`config.mk`:
```
export PLATFORM = sky130hd
export DESIGN_NAME = nic_injector
export DESIGN_NICKNAME = d
export VERILOG_FILES = /design/src/rtl/nic_pkg.sv /design/src/rtl/nic_fifo.sv /design/src/rtl/nic_injector.sv
export SDC_FILE = /design/constraint.sdc
export NUM_CORES = 1
export LEC_CHECK = 0
export CORE_MARGIN = 5
export CORE_UTILIZATION = 56
export CTS_CLUSTER_DIAMETER = 100
export DETAILED_ROUTE_END_ITERATION = 16
export PLACE_DENSITY = 0.8
export RECOVER_POWER = 50
export SLEW_MARGIN = 10
export SYNTH_ARGS = -nofsm -noshare
export SYNTH_HDL_FRONTEND = slang
export SYNTH_HIERARCHICAL = 1
export SYNTH_SLANG_ARGS = --single-unit
```
`constraint.sdc`:
```
create_clock -name clk -period 6 [get_ports clk]
set_clock_uncertainty 0.2 [all_clocks]
set_input_delay 1.2 -clock clk [delete_from_list [all_inputs] [get_ports clk]]
set_output_delay 1.2 -clock clk [all_outputs]
set_load 0.02 [all_outputs]
```
`src/rtl/nic_pkg.sv`:
```
// Shared defaults and state encoding for the NIC transmit path.
package nic_pkg;
    localparam int unsigned NIC_DATA_W = 64;
    localparam int unsigned NIC_DEPTH  = 4;
    localparam int unsigned NIC_CNT_W  = 16;

    typedef enum logic {
        IDLE = 1'b0,
        SEND = 1'b1
    } nic_state_e;
endpackage

```
`src/rtl/nic_fifo.sv`:
```
// Show-ahead synchronous FIFO; pointers wrap naturally, count is one bit wider.
module nic_fifo #(
    parameter int unsigned DATA_W = 64,
    parameter int unsigned DEPTH  = 4
) (
    input  logic                       clk,
    input  logic                       reset,
    input  logic                       i_push,
    input  logic                       i_pop,
    input  logic [DATA_W-1:0]          i_din,
    output logic [DATA_W-1:0]          o_head,
    output logic [$clog2(DEPTH):0]     o_count,
    output logic                       o_full,
    output logic                       o_empty
);
    localparam int unsigned PTR_W = $clog2(DEPTH);
    localparam int unsigned CW    = PTR_W + 1;

    logic [DATA_W-1:0] r_mem [DEPTH];
    logic [PTR_W-1:0]  r_wr_ptr;
    logic [PTR_W-1:0]  r_rd_ptr;
    logic [CW-1:0]     r_count;

    // Storage has no reset; validity is tracked by the count.
    always_ff @(posedge clk) begin
        if (i_push) begin
            r_mem[r_wr_ptr] <= i_din;
        end
    end

    always_ff @(posedge clk) begin
        if (reset) begin
            r_wr_ptr <= '0;
            r_rd_ptr <= '0;
            r_count  <= '0;
        end else begin
            if (i_push) begin
                r_wr_ptr <= r_wr_ptr + PTR_W'(1);
            end
            if (i_pop) begin
                r_rd_ptr <= r_rd_ptr + PTR_W'(1);
            end
            case ({i_push, i_pop})
                2'b10:   r_count <= r_count + CW'(1);
                2'b01:   r_count <= r_count - CW'(1);
                default: r_count <= r_count;
            endcase
        end
    end

    assign o_head  = r_mem[r_rd_ptr];
    assign o_count = r_count;
    assign o_full  = (r_count == CW'(DEPTH));
    assign o_empty = (r_count == '0);
endmodule

```
`src/rtl/nic_injector.sv`:
```
// PE-to-router injector: FIFO plus one output register driving send/ready.
module nic_injector
    import nic_pkg::*;
#(
    parameter int unsigned DATA_W = NIC_DATA_W,
    parameter int unsigned DEPTH  = NIC_DEPTH,
    parameter int unsigned CNT_W  = NIC_CNT_W
) (
    input  logic              clk,
    input  logic              reset,
    input  logic              nic_en,
    input  logic              pe_we,
    input  logic [DATA_W-1:0] pe_di,
    output logic              pe_full,
    output logic              pe_ovf,
    output logic              nic_so,
    output logic [DATA_W-1:0] nic_do,
    input  logic              nic_ro,
    output logic [CNT_W-1:0]  tx_count
);
    localparam int unsigned FCW = $clog2(DEPTH) + 1;

    nic_state_e        r_state;
    nic_state_e        w_next_state;
    logic [DATA_W-1:0] r_data;
    logic              r_ovf;
    logic [CNT_W-1:0]  r_tx_count;

    logic [DATA_W-1:0] w_fifo_head;
    logic [FCW-1:0]    w_fifo_count;
    logic              w_fifo_full;
    logic              w_fifo_empty;
    logic              w_accept;
    logic              w_load;
    logic              w_bypass;
    logic              w_pop;
    logic              w_push;

    nic_fifo #(
        .DATA_W (DATA_W),
        .DEPTH  (DEPTH)
    ) u_fifo (
        .clk     (clk),
        .reset   (reset),
        .i_push  (w_push),
        .i_pop   (w_pop),
        .i_din   (pe_di),
        .o_head  (w_fifo_head),
        .o_count (w_fifo_count),
        .o_full  (w_fifo_full),
        .o_empty (w_fifo_empty)
    );

    always_ff @(posedge clk) begin
        if (reset) begin
            r_state <= IDLE;
        end else begin
            r_state <= w_next_state;
        end
    end

    // Register loads when empty or being drained; FIFO head beats the bypass path.
    always_comb begin
        w_next_state = r_state;
        w_accept     = (r_state == SEND) && nic_ro;
        w_load       = nic_en && ((w_fifo_count != '0) || pe_we)
                       && ((r_state == IDLE) || w_accept);
        w_bypass     = w_load && w_fifo_empty;
        w_pop        = w_load && !w_fifo_empty;
        w_push       = pe_we && !w_fifo_full && !w_bypass;
        case (r_state)
            IDLE:    if (w_load) w_next_state = SEND;
            SEND:    if (w_accept && !w_load) w_next_state = IDLE;
            default: w_next_state = IDLE;
        endcase
    end

    always_ff @(posedge clk) begin
        if (reset) begin
            r_data     <= '0;
            r_ovf      <= 1'b0;
            r_tx_count <= '0;
        end else begin
            if (w_load) begin
                r_data <= w_bypass ? pe_di : w_fifo_head;
            end
            if (pe_we && w_fifo_full) begin
                r_ovf <= 1'b1;
            end
            if (w_accept) begin
                r_tx_count <= r_tx_count + CNT_W'(1);
            end
        end
    end

    assign nic_so   = (r_state == SEND);
    assign nic_do   = r_data;
    assign pe_ovf   = r_ovf;
    assign pe_full  = w_fifo_full;
    assign tx_count = r_tx_count;
endmodule

```
Yosys cells after proc, flatten, opt, wreduce, memory -nomap -nowiden

Memories as Yosys holds them, arrays and structs flattened. A register that Yosys moved wholly into a read port is not among the register bits.
Cells that the tools add are included.

RAM bits: 256
Input port bits: 69
Output and inout port bits: 83
Memories: 1
Bits in registers: 89
Word-level logic and storage cells: 44

Equal/unequal tests: 3
$add $sub $neg: 5
Bitwise operators: 1
Multiplexer cells: 9
Reduce and logical (&&, ||, !) cells: 18

Memory list:

| memory       | depth | bits a word | read ports | clocked after Yosys merged registers in | write ports | line           | RTL |
|---|---|---|---|---|---|---|---|
| u_fifo.r_mem | 4     | 64          | 1          | 1                                       | 1           | nic_fifo.sv:19 | `logic [DATA_W-1:0] r_mem [DEPTH];` |

Operators by type and width:

| kind                                                                   | count |
|---|---|
| 64-bit 2-to-1 mux                                                      | 1 |
| 16-bit by 1-bit adder with 16-bit output (second input constant)       | 1 |
| 1-bit logical AND                                                      | 9 |
| 3-bit one-hot mux with 2 select lines                                  | 1 |
| 2-bit by 1-bit adder with 2-bit output (second input constant)         | 2 |
| 1-bit logical NOT                                                      | 4 |
| 1-bit 2-to-1 mux                                                       | 4 |
| 2-bit 2-to-1 mux                                                       | 2 |
| 3-bit by 1-bit adder with 3-bit output (second input constant)         | 1 |
| 3-bit equality test (second input constant)                            | 1 |
| 3-bit logical NOT                                                      | 1 |
| 3-bit nonzero test                                                     | 1 |
| 3-bit by 1-bit subtractor with 3-bit output (second input constant)    | 1 |
| 2-bit by 1-bit equality test with 1-bit output (second input constant) | 1 |
| 2-bit equality test (second input constant)                            | 1 |
| 1-bit logical OR                                                       | 2 |
| 1-bit one-hot mux with 2 select lines                                  | 1 |
| 2-bit nonzero test                                                     | 1 |
| 1-bit NOT                                                              | 1 |

Longest topological paths before layout

Gate-level depths: netlist (run 1).

Depth after elaboration: 9
Gate-level depth with buffers: 12
Mapped depth without buffers: 11

Hierarchy

The synthesis (run 1) kept the hierarchy.

By module, submodules not included:

| module       | sequential area each (µm²) | instances | area an instance (µm²) | cells an instance |
|---|---|---|---|---|
| nic_fifo     | 7867.5                     | 1         | 9744.3                 | 381 |
| nic_injector | 1641.6                     | 1         | 3598.5                 | 380 |

Worst setup path before layout (run 1)

OpenSTA, ideal clock, no wires.

Path type: in2reg
Start: input pe_we
End: memory u_fifo.r_mem[0][0] (enable)
Slack: 1413 ps
Path buffers: 2
Library setup time: 429 ps
Data required time: 5371 ps
Cell stages on the path: 6
Data arrival time: 3958 ps
Cell sequence: o41ai_1 > nor2b_1 > buf_2 > clkbuf_1 > a21oi_1 > and2_1

Cells in the longest elaborated chain, start to end: 8
Elaborated cells on any way between the ends: 9
Classes of those cells: mux: 2; reduce/logical: 7

RTL lines:

| element                                    | line               | RTL |
|---|---|---|
| from (decl)                                | nic_injector.sv:12 | `input logic pe_we,` |
| 1-bit logical OR                           | nic_injector.sv:66 | `w_load = nic_en && ((w_fifo_count != '0) \|\| pe_we)` |
| 1-bit logical AND                          | nic_injector.sv:66 |  |
| 1-bit logical AND                          | nic_injector.sv:67 | `&& ((r_state == IDLE) \|\| w_accept);` |
| 1-bit logical AND                          | nic_injector.sv:68 | `w_bypass = w_load && w_fifo_empty;` |
| 1-bit logical NOT                          | nic_injector.sv:70 | `w_push = pe_we && !w_fifo_full && !w_bypass;` |
| 1-bit logical AND (*)                      | nic_injector.sv:70 |  |
| via w_push                                 | nic_injector.sv:37 | `logic w_push;` |
| 1-bit 2-to-1 mux (*)                       | nic_fifo.sv:26     | `if (i_push) begin` |
| 1-bit 2-to-1 mux (implied by the code) (*) | nic_fifo.sv:27     | `r_mem[r_wr_ptr] <= i_din;` |
| to (decl)                                  | nic_fifo.sv:19     |  |

Mark *: on every way through the listed nets, which the timed path passes. The rest lies on a longest branch.

==> results_dict.tcl, run 1 <==
set metrics [dict create \
    status "finished, violations left" \
    violations "max-capacitance violations, max-slew violations" \
    ys_seq_area_share_pct 71.3 \
    synth_cell_types 38 \
    worstMarginPinSlew_ns 4.31 \
    p_clk_share_pct 29.3 \
    cp_max_fo 92 \
    ios 152 \
    ys_warn_count 6 \
    grt_overflow_total 0 \
    area_delta_synth_final_pct 20.7 \
    power-per-cell-area_nw_per_um2 430 \
    fp-row-count 56 \
    grt_pass1_vias 7468 \
    firstDrtPassIters 5 \
    vias 7199 \
    slew_viol_final 93 \
    track_usage_pct 19.9 \
    grt_max_degree 93 \
    clk_pin_slew_ns 0.06 \
    p_leak_nw 5.60 \
    drc_errors 0 \
    post-route-period-util_pct 75.6 \
    hold_class "reg2reg" \
    worstPathRequired_ns 6.17 \
    netSwitchingFraction_pct 28.3 \
    synth-seq-cells 347 \
    cts_sinks 347 \
    hold_buffers 0 \
    dpl.hpwl_um 15300 \
    cp_slowest_cell "clkbuf_1" \
    setup_viol_count_final 0 \
    critical_path_arrival_ns 4.71 \
    syn_area_per_cell_sq_um 17.5 \
    cts_buffers 35 \
    dieArea_sq_um 27000 \
    grt_first_pass_wirelength_um 41600 \
    h-tree-depth 2 \
    wl_um 26100 \
    routabilityCongestion 0.764 \
    vias_per_cell 5.74 \
    antenna_found_initial 1 \
    endpoint_kind "flop" \
    rsz0062_at_grt "false" \
    seqPwrFrac_pct 45.4 \
    ant_nets 0 \
    fp.coreArea_sq_um 23500 \
    crit_chain "clkbuf_1 -> nor2b_1 -> mux2_1" \
    max_stage_delay_ns 2.97 \
    antenna_cells 0 \
    combPwrFrac_pct 25.3 \
    dieHeight_um 164 \
    syn_nets 837 \
    clockBufferDepth 3 \
    fin_setup_tns_ns 0 \
    fin_util_pct 68.6 \
    hold_viol_final 0 \
    synth_area_sq_um 13300 \
    worstSetupPathType "in2reg" \
    clockRootBuffer "clkbuf_16" \
    worstSetupStartpointType "primary input" \
    final_nets 986 \
    wl_per_cell_um 20.8 \
    p_int_w 0.00497 \
    cts_resized 0 \
    clock_latency_ns 0.50 \
    drive_above_1_share_pct 13.2 \
    drv_cap 1 \
    synthCells 761 \
    cts_tree "done" \
    die_w_um 164 \
    cts_setup_buffers 0 \
    ir_drop_mv 0.388 \
    p_switching_w 0.00196 \
    max_freq_mhz 220 \
    relSlewSlack_pct -188 \
    portBuffers 151 \
    drtIter0Drc 504 \
    start_util_pct 56.8 \
    period_needed_ns 4.54 \
]
worst paths after layout:
kind | startpoint | endpoint | slack, ns | depth (start not counted)
worst max register to register | u_fifo/o_count[1] | u_fifo/r_mem[0][60] | 2.77 | 5
worst min-delay path | pe_ovf | pe_ovf | 0.29 | 2
worst min register to register | pe_ovf | pe_ovf | 0.29 | 2
worst max-delay path | reset | tx_count[14] | 1.46 | 3
worst max-delay path, delay by kind of cell:
family	cells	cell delay, ns
and+or+nand+nor	1	0.06
buffers and inverters	1	2.97
muxes	1	0.44
metrics by stage:
step | instance area [sq um] | cells | worst slack (ns) | total power (W) | hold slack (ns)
after detailed placement | 15000 | 1192 | 1.54 | 0.00499 | 0.288
after floorplan | 13300 | 761 | 1.41 | 0.00445 | 0.280
final | 16100 | 1255 | 1.46 | 0.00693 | 0.290
after global placement | 15000 | 1192 | 1.64 | 0.00495 | 0.257
after CTS | 16100 | 1255 | 2.06 | 0.00705 | 0.298
after global routing | 16100 | 1255 | 1.04 | 0.00727 | 0.315
kinds of logic after synthesis:
kind of cell	synth area share [%]
compound gates	4.29
fa+ha+maj	0.713
mux	16.0
xor+xnor	0.919
buf+inv	2.56
simple gates	4.29
flops	71.3
cell usage in the layout (no fill, tap or decap), types with 3 or more instances in the layout:
cell type / synthesis / routed
o31ai_1: 3 / 3
dfxtp_1: 91 / 89
a211oi_1: 64 / 64
nand3_1: 8 / 8
dlygate4sd3_1: 0 / 118
nand2_1: 6 / 6
nor2b_1: 4 / 3
mux2i_1: 65 / 65
clkbuf_1: 21 / 15
xnor2_1: 4 / 4
xor2_1: 10 / 10
inv_1: 8 / 8
nor3_1: 4 / 3
clkbuf_8: 0 / 5
clkbuf_16: 0 / 37
nand4_1: 4 / 4
clkdlybuf4s50_1: 0 / 32
buf_4: 1 / 8
edfxtp_1: 256 / 256
mux4_1: 4 / 4
mux4_2: 60 / 60
a21oi_1: 10 / 10
nor2_1: 84 / 84
or4_1: 3 / 3
ha_1: 6 / 6
clkinv_1: 0 / 3
and2_4: 0 / 4
final cells by class:
| cell class | count | area (sq um) |
|---|---|---|
| sequential | 347 | 9510 |
| fill | 1542 | 7360 |
| multi-input combinational | 359 | 3510 |
| timing repair buffer | 159 | 1570 |
| clock buffer | 56 | 1050 |
| tap | 319 | 399 |
| clock inverter | 7 | 40.0 |
| inverter | 8 | 30.0 |
state kept, by name (all words and copies together), names as in the netlist, named ones only:
register	flops
nic_so	1
tx_count	16
u_fifo/r_mem	256
u_fifo/o_count	3
u_fifo/r_rd_ptr	2
pe_ovf	1
u_fifo/r_wr_ptr	2
nic_do	64
metal layers:
metal  GRT usage [%]  part of all wire, %  vias up
li1                -                    -     3297
met1            28.3                   43     3639
met2            32.5                   49      232
met3            3.79                  6.1       29
met4            4.84                  1.5        2
met5               0                0.027        -
power groups by stage:
stage / clock network (W) / registers, W / logic, W
3_5_place_dp: 0 / 0.00320 / 0.00180
6_report: 0.00203 / 0.00314 / 0.00176
2_1_floorplan: 0 / 0.00326 / 0.00119
3_3_place_gp: 0 / 0.00318 / 0.00176
5_1_grt: 0.00219 / 0.00318 / 0.00190
4_1_cts: 0.00208 / 0.00315 / 0.00183
cell usage after synthesis:
library cell	n	area share [%]
or3_1	2	0.094
nand2_1	6	0.17
nor3_1	4	0.15
o31ai_1	3	0.17
or4_1	3	0.17
nand4_2	1	0.094
mux4_1	4	0.79
and4_1	2	0.13
nand3_1	8	0.30
nor2b_1	4	0.19
xor2_1	10	0.66
clkbuf_1	21	0.59
xnor2_1	4	0.26
and2_1	4	0.19
edfxtp_1	256	58
nor2_1	84	2.4
o21ai_0	2	0.075
o41ai_1	1	0.066
dfxtp_1	91	14
buf_1	2	0.056
fa_1	1	0.15
buf_12	6	0.90
a211oi_1	64	3.6
mux2i_1	65	4.9
and4_2	1	0.075
buf_2	14	0.53
and3_1	1	0.047
inv_1	8	0.23
clkbuf_2	1	0.037
a21oi_1	10	0.38
buf_6	2	0.17
nand2b_1	2	0.094
ha_1	6	0.56
mux4_2	60	10
nand4_1	4	0.19
mux2_1	2	0.17
or2_1	1	0.047
buf_4	1	0.056
Note: power is estimated with default switching activity, not from simulation.
==> run 2: changes to the inputs <==
==> constraint.sdc (replaced) <==
create_clock -name clk -period 4.8 [get_ports clk]
set_clock_uncertainty 0.2 [all_clocks]
set_input_delay 0.96 -clock clk [delete_from_list [all_inputs] [get_ports clk]]
set_output_delay 0.96 -clock clk [all_outputs]
set_load 0.02 [all_outputs]
==> run 2 against run 1 <==
- clock-buffer cell count fell by 4
- the flow still finishes with violations (max-capacitance violations, max-slew violations)
- highest routed layer unchanged
- cell count rose by 0.56%
- register-to-register slack got worse by 1.0 ns
- global-route usage fell by 0.13 points
- non-clock buffer count rose by 7
- combinational power rose by 26%
- sequential cell count did not move
- via count rose by 0.50%
- clock power rose by 30%
- setup slack got worse by 0.45 ns
- largest cell class unchanged
- power rose by 27%
==> results_dict.tcl, run 2 (same netlist as run 1, synthesis figures left out) <==
set metrics [dict create \
    cp_max_fo 50 \
    cts_resized 0 \
    max_freq_mhz 264 \
    critical_path_buf_inv_count 3 \
    h-tree-depth 2 \
    grt_max_degree 93 \
    worstSetupPathType "in2reg" \
    clockBufferDepth 3 \
    cp_top_family "buffers and inverters" \
    area_delta_synth_final_pct 21.8 \
    portBuffers 151 \
    drive_above_1_share_pct 14.3 \
    drtIter0Drc 641 \
    hold_viol_final 0 \
    dieHeight_um 164 \
    placed_area_sq_um 15100 \
    ir_drop_mv 0.439 \
    dieArea_sq_um 27000 \
    worstPathRequired_ns 4.99 \
    hold_buffers 0 \
    start_util_pct 56.8 \
    layout_commonest_cell "edfxtp_1" \
    period_needed_ns 3.78 \
    status "finished, violations left" \
    vias_per_cell 5.73 \
    hold_class "reg2reg" \
    fp.coreArea_sq_um 23500 \
    power-per-cell-area_nw_per_um2 540 \
    die_w_um 164 \
    crit_chain "dlygate4sd3_1 -> nand2b_1 -> nor2b_4 -> buf_4 -> nor2b_1 -> ha_1 -> inv_1 -> fa_1 -> xor2_1 -> or3_1 -> a21oi_1" \
    cts_tree "done" \
    critical_path_arrival_ns 3.97 \
    final_cell_area_sq_um 16300 \
    p_leak_nw 5.71 \
    ant_nets 0 \
    worstSetupStartpointType "primary input" \
    fin_util_pct 69.3 \
    track_usage_pct 19.8 \
    wl_um 26100 \
    setup_viol_count_final 0 \
    worstMarginPinSlew_ns 2.02 \
    post-route-period-util_pct 78.8 \
    rsz0062_at_grt "false" \
    wl_per_cell_um 20.7 \
    cts_buffers 35 \
    grt_overflow_total 0 \
    endpoint_kind "flop" \
    violations "max-capacitance violations, max-slew violations" \
    drc_errors 0 \
    antenna_found_initial 1 \
    largest_reg_flops 256 \
    cts_sinks 347 \
    firstDrtPassIters 5 \
    clock_latency_ns 0.50 \
    final_nets 993 \
    slew_viol_final 93 \
    dpl.hpwl_um 15800 \
    drv_cap 1 \
    vias 7235 \
    grt_pass1_vias 7358 \
    fin_setup_tns_ns 0 \
    relSlewSlack_pct -34.6 \
    finalWorstSetupSlack_ns 1.02 \
    grt_first_pass_wirelength_um 41400 \
    whs_ns 0.281 \
    ios 152 \
    cts_setup_buffers 0 \
    final_cell_mix "256 x edfxtp_1, 130 x dlygate4sd3_1, 89 x dfxtp_1" \
    clk_pin_slew_ns 0.06 \
    largest-register "u_fifo/r_mem" \
    routabilityCongestion 0.762 \
    fp-row-count 56 \
    dpl_worst_slack_ns 0.654 \
    cp_slowest_cell "dlygate4sd3_1" \
    antenna_cells 0 \
    max_stage_delay_ns 0.65 \
    clockRootBuffer "clkbuf_16" \
]
run 2: cell count changes in the layout (fill, tap and decap cells not counted):
cell,change
clkdlybuf4s50_1,-12
dlygate4sd3_1,+12
buf_12,+4
clkbuf_1,-4
buf_4,+3
clkinv_2,+3
bufinv_16,+2
clkbuf_2,+1
clkbuf_8,-1
clkinvlp_4,-1
run 2: report_power, final:
group          internal [W]  total (W)  switching (W)
logic               0.00103    0.00221        0.00118
registers           0.00371    0.00394       0.000234
clock network       0.00158    0.00264        0.00106
total               0.00632    0.00879        0.00247
run 2: path summary, 6_finish.rpt:
kind / endpoint / from / cells past startpoint / slack [ns]
max: u_fifo/o_count[2] / nic_ro / 11 / 1.02
min: pe_ovf / pe_ovf / 2 / 0.28
max reg2reg: u_fifo/o_count[2] / u_fifo/o_count[0] / 10 / 1.74
min reg2reg: pe_ovf / pe_ovf / 2 / 0.28
run 2: area by class of cell:
type,count,area (sq um)
multi-input cells,359,3510
flip-flops and latches,347,9510
well taps,319,399
clock inverters,11,108
fillers,1492,7220
repair buffers,166,1670
inverters,8,30.0
clock buffers,52,1020
run 2: metrics by stage:
stage,total power [W],instances
after floorplan,0.00556,761
after global placement,0.00621,1199
after detailed placement,0.00628,1199
after CTS,0.00894,1262
after global routing,0.00919,1262
final,0.00879,1262
run 2: per-layer routing:
metal | vias up | GRT usage [%] | part of all wire [%]
li1 | 3306 | - | -
met2 | 215 | 32.3 | 49
met4 | 2 | 4.73 | 1.5
met5 | - | 0 | 0.050
met3 | 33 | 3.49 | 6.0
met1 | 3679 | 28.3 | 44
run 2: tightest hold or removal path: stages, from the launching register on:
cell     delay [ns]
dfxtp_1        0.32
a21oi_1        0.04
nor2_1         0.08
==> variant (config.mk and constraints of run 1) <==
Make the reset (`reset`) asynchronous in 3 clocked blocks.
--- a/src/rtl/nic_fifo.sv
+++ b/src/rtl/nic_fifo.sv
@@ -28,7 +28,7 @@
         end
     end
 
-    always_ff @(posedge clk) begin
+    always_ff @(posedge clk or posedge reset) begin
         if (reset) begin
             r_wr_ptr <= '0;
             r_rd_ptr <= '0;
--- a/src/rtl/nic_injector.sv
+++ b/src/rtl/nic_injector.sv
@@ -51,7 +51,7 @@
         .o_empty (w_fifo_empty)
     );
 
-    always_ff @(posedge clk) begin
+    always_ff @(posedge clk or posedge reset) begin
         if (reset) begin
             r_state <= IDLE;
         end else begin
@@ -75,7 +75,7 @@
         endcase
     end
 
-    always_ff @(posedge clk) begin
+    always_ff @(posedge clk or posedge reset) begin
         if (reset) begin
             r_data     <= '0;
             r_ovf      <= 1'b0;
Formal check against the unedited RTL: differs if reset is asserted again (counterexample within 4 cycles, from zero or initial values and one cycle with reset high); with reset held inactive, the same outputs for 4 cycles.
==> variant against run 1 <==
  * The run still ends with max-capacitance violations, max-slew violations left
  * Total power rose by 19%
  * Worst hold slack lost 15 ps
  * Cell area up 1.2%
  * Routed wire length fell by 1.7%
  * Fmax grew 9.6%
  * Synthesized cell count down 5.8%
  * Sequential power grew 13%
  * Worst setup slack better by 400 ps
  * Sequential cell count decreased by 2
  * Area after synthesis is 0.28% higher
  * Critical path type unchanged
==> variant: results (changes against run 1) <==
The flow ran to the end, but the final reports show violations. Violations in the final reports: max-capacitance violations, max-slew violations (unchanged). The xor/xnor cell area share of the yosys netlist works out to 1.37% (was 0.919%).

Total count of max-transition violations in the final report: 35 (was 93). The clock distribution area overhead in the final layout came out at 6.99% (was 6.75%). Via density per instance: 5.55 (was 5.74). The worst hold slack after final layout is 275 ps (was 290 ps), and the count of multi-input gates is 326 (was 359). The number of inserted filler cells in the final layout was 1501 (was 1542); the total wirelength of the detailed-routed design was 25.7 mm (was 26.1 mm). The kind of cell with the highest combined delay on the critical path was compound AO/OA/AOI/OAI gates (was buffers and inverters). The share of async-settable or async-resettable flops after synthesis was 25.8% (was 0%). The fraction of standard cell area in multi-input logic came out at 19.5% (was 21.8%). The clock period minus final worst setup slack was 4140 ps (was 4540 ps). Top cell types by occurrence after synthesis: sky130_fd_sc_hd__edfxtp_1 (256), sky130_fd_sc_hd__dfrtp_1 (89), sky130_fd_sc_hd__nor2_1 (67) (was sky130_fd_sc_hd__edfxtp_1 (256), sky130_fd_sc_hd__dfxtp_1 (91), sky130_fd_sc_hd__nor2_1 (84)).

Synthesis-to-layout area growth: 21.9% (was 20.7%). The clock sink count was 345 (was 347); the met3 global-route usage was 3.99% (was 3.79%). The tools report the arrival time at the worst endpoint as 4130 ps (was 4710 ps). Net count reported at finish: 956 (was 986). The compound-gate portion of the synthesized area was 2.75% (was 4.29%). The max-capacitance violation count is 1 (unchanged), and the number of nets in the synthesized netlist is 793 (was 837). The estimated wirelength of the detail-placed design was 15.4 mm (was 15.3 mm); the share of the yosys chip area belonging to registers was 74.1% (was 71.3%). The via count was 6803 (was 7199); the fraction of the mapped netlist area in adder cells was 0.711% (was 0.713%). The share of final-layout standard cells stronger than drive strength 1 works out to 14.6% (was 13.2%). The logs give 257 uV (was 388 uV) for the maximum ir drop on the vdd rail and 19.7% (was 19.9%) for the total global-route track usage.

The met1 usage was 27.5% (was 28.3%); the worst setup slack for register-to-register paths was 2610 ps (was 2770 ps). For the reported combinational group power, the log shows 2550 uW (was 1760 uW). The worst-margin pin slew is 1520 ps (was 4310 ps), and the share of power burned in the clock network is 25.9% (was 29.3%). Global-route wire length before repair: 40.8 mm (was 41.6 mm). The logs give 7203 (was 7468) for the via count of the first global-routing pass and 1163 (was 1192) for the number of cells in the design after placement.

The switching fraction of total power works out to 30.1% (was 28.3%). The weighted congestion reported at the end of routability-driven placement is 0.735 (was 0.764), and the multiplexer share of the synthesized area is 15.7% (was 16.0%). The leakage power figure came out at 0.00565 uW (was 0.00560 uW). Number of ordinary and repair buffers in the finished layout: 163 (was 159). Start point of the worst hold path: pe_ovf (unchanged).

The layout clock buffer count was 46 (was 56). The tools report the number of different library cells in the post-synthesis netlist as 30 (was 38). The final-layout non-clock buffer area share came out at 9.97% (was 9.72%). The worst hold path depth is 1 (was 2), and the placed instance area is 15200 sq um (was 15000 sq um). Power per unit of standard cell area: 505 nW/um^2 (was 430 nW/um^2).
[variant: cell types whose count changed after synthesis, moves of 4 or more]
cell / delta
sky130_fd_sc_hd__nand3_1: -5
sky130_fd_sc_hd__mux4_2: +4
sky130_fd_sc_hd__nor2_1: -17
sky130_fd_sc_hd__buf_4: +4
sky130_fd_sc_hd__clkbuf_1: -16
sky130_fd_sc_hd__a211oi_1: -64
sky130_fd_sc_hd__dfrtp_1: +89
sky130_fd_sc_hd__buf_12: -6
sky130_fd_sc_hd__buf_6: +9
sky130_fd_sc_hd__dfxtp_1: -91
sky130_fd_sc_hd__a21oi_1: +55
sky130_fd_sc_hd__xnor2_1: +9
sky130_fd_sc_hd__mux4_1: -4
sky130_fd_sc_hd__and3_1: +4
[variant: cells by family after synthesis]
group | after synthesis
simple gates | 98
xor+xnor | 21
compound gates | 70
mux | 130
buf+inv | 46
fa+ha+maj | 7
flops | 345
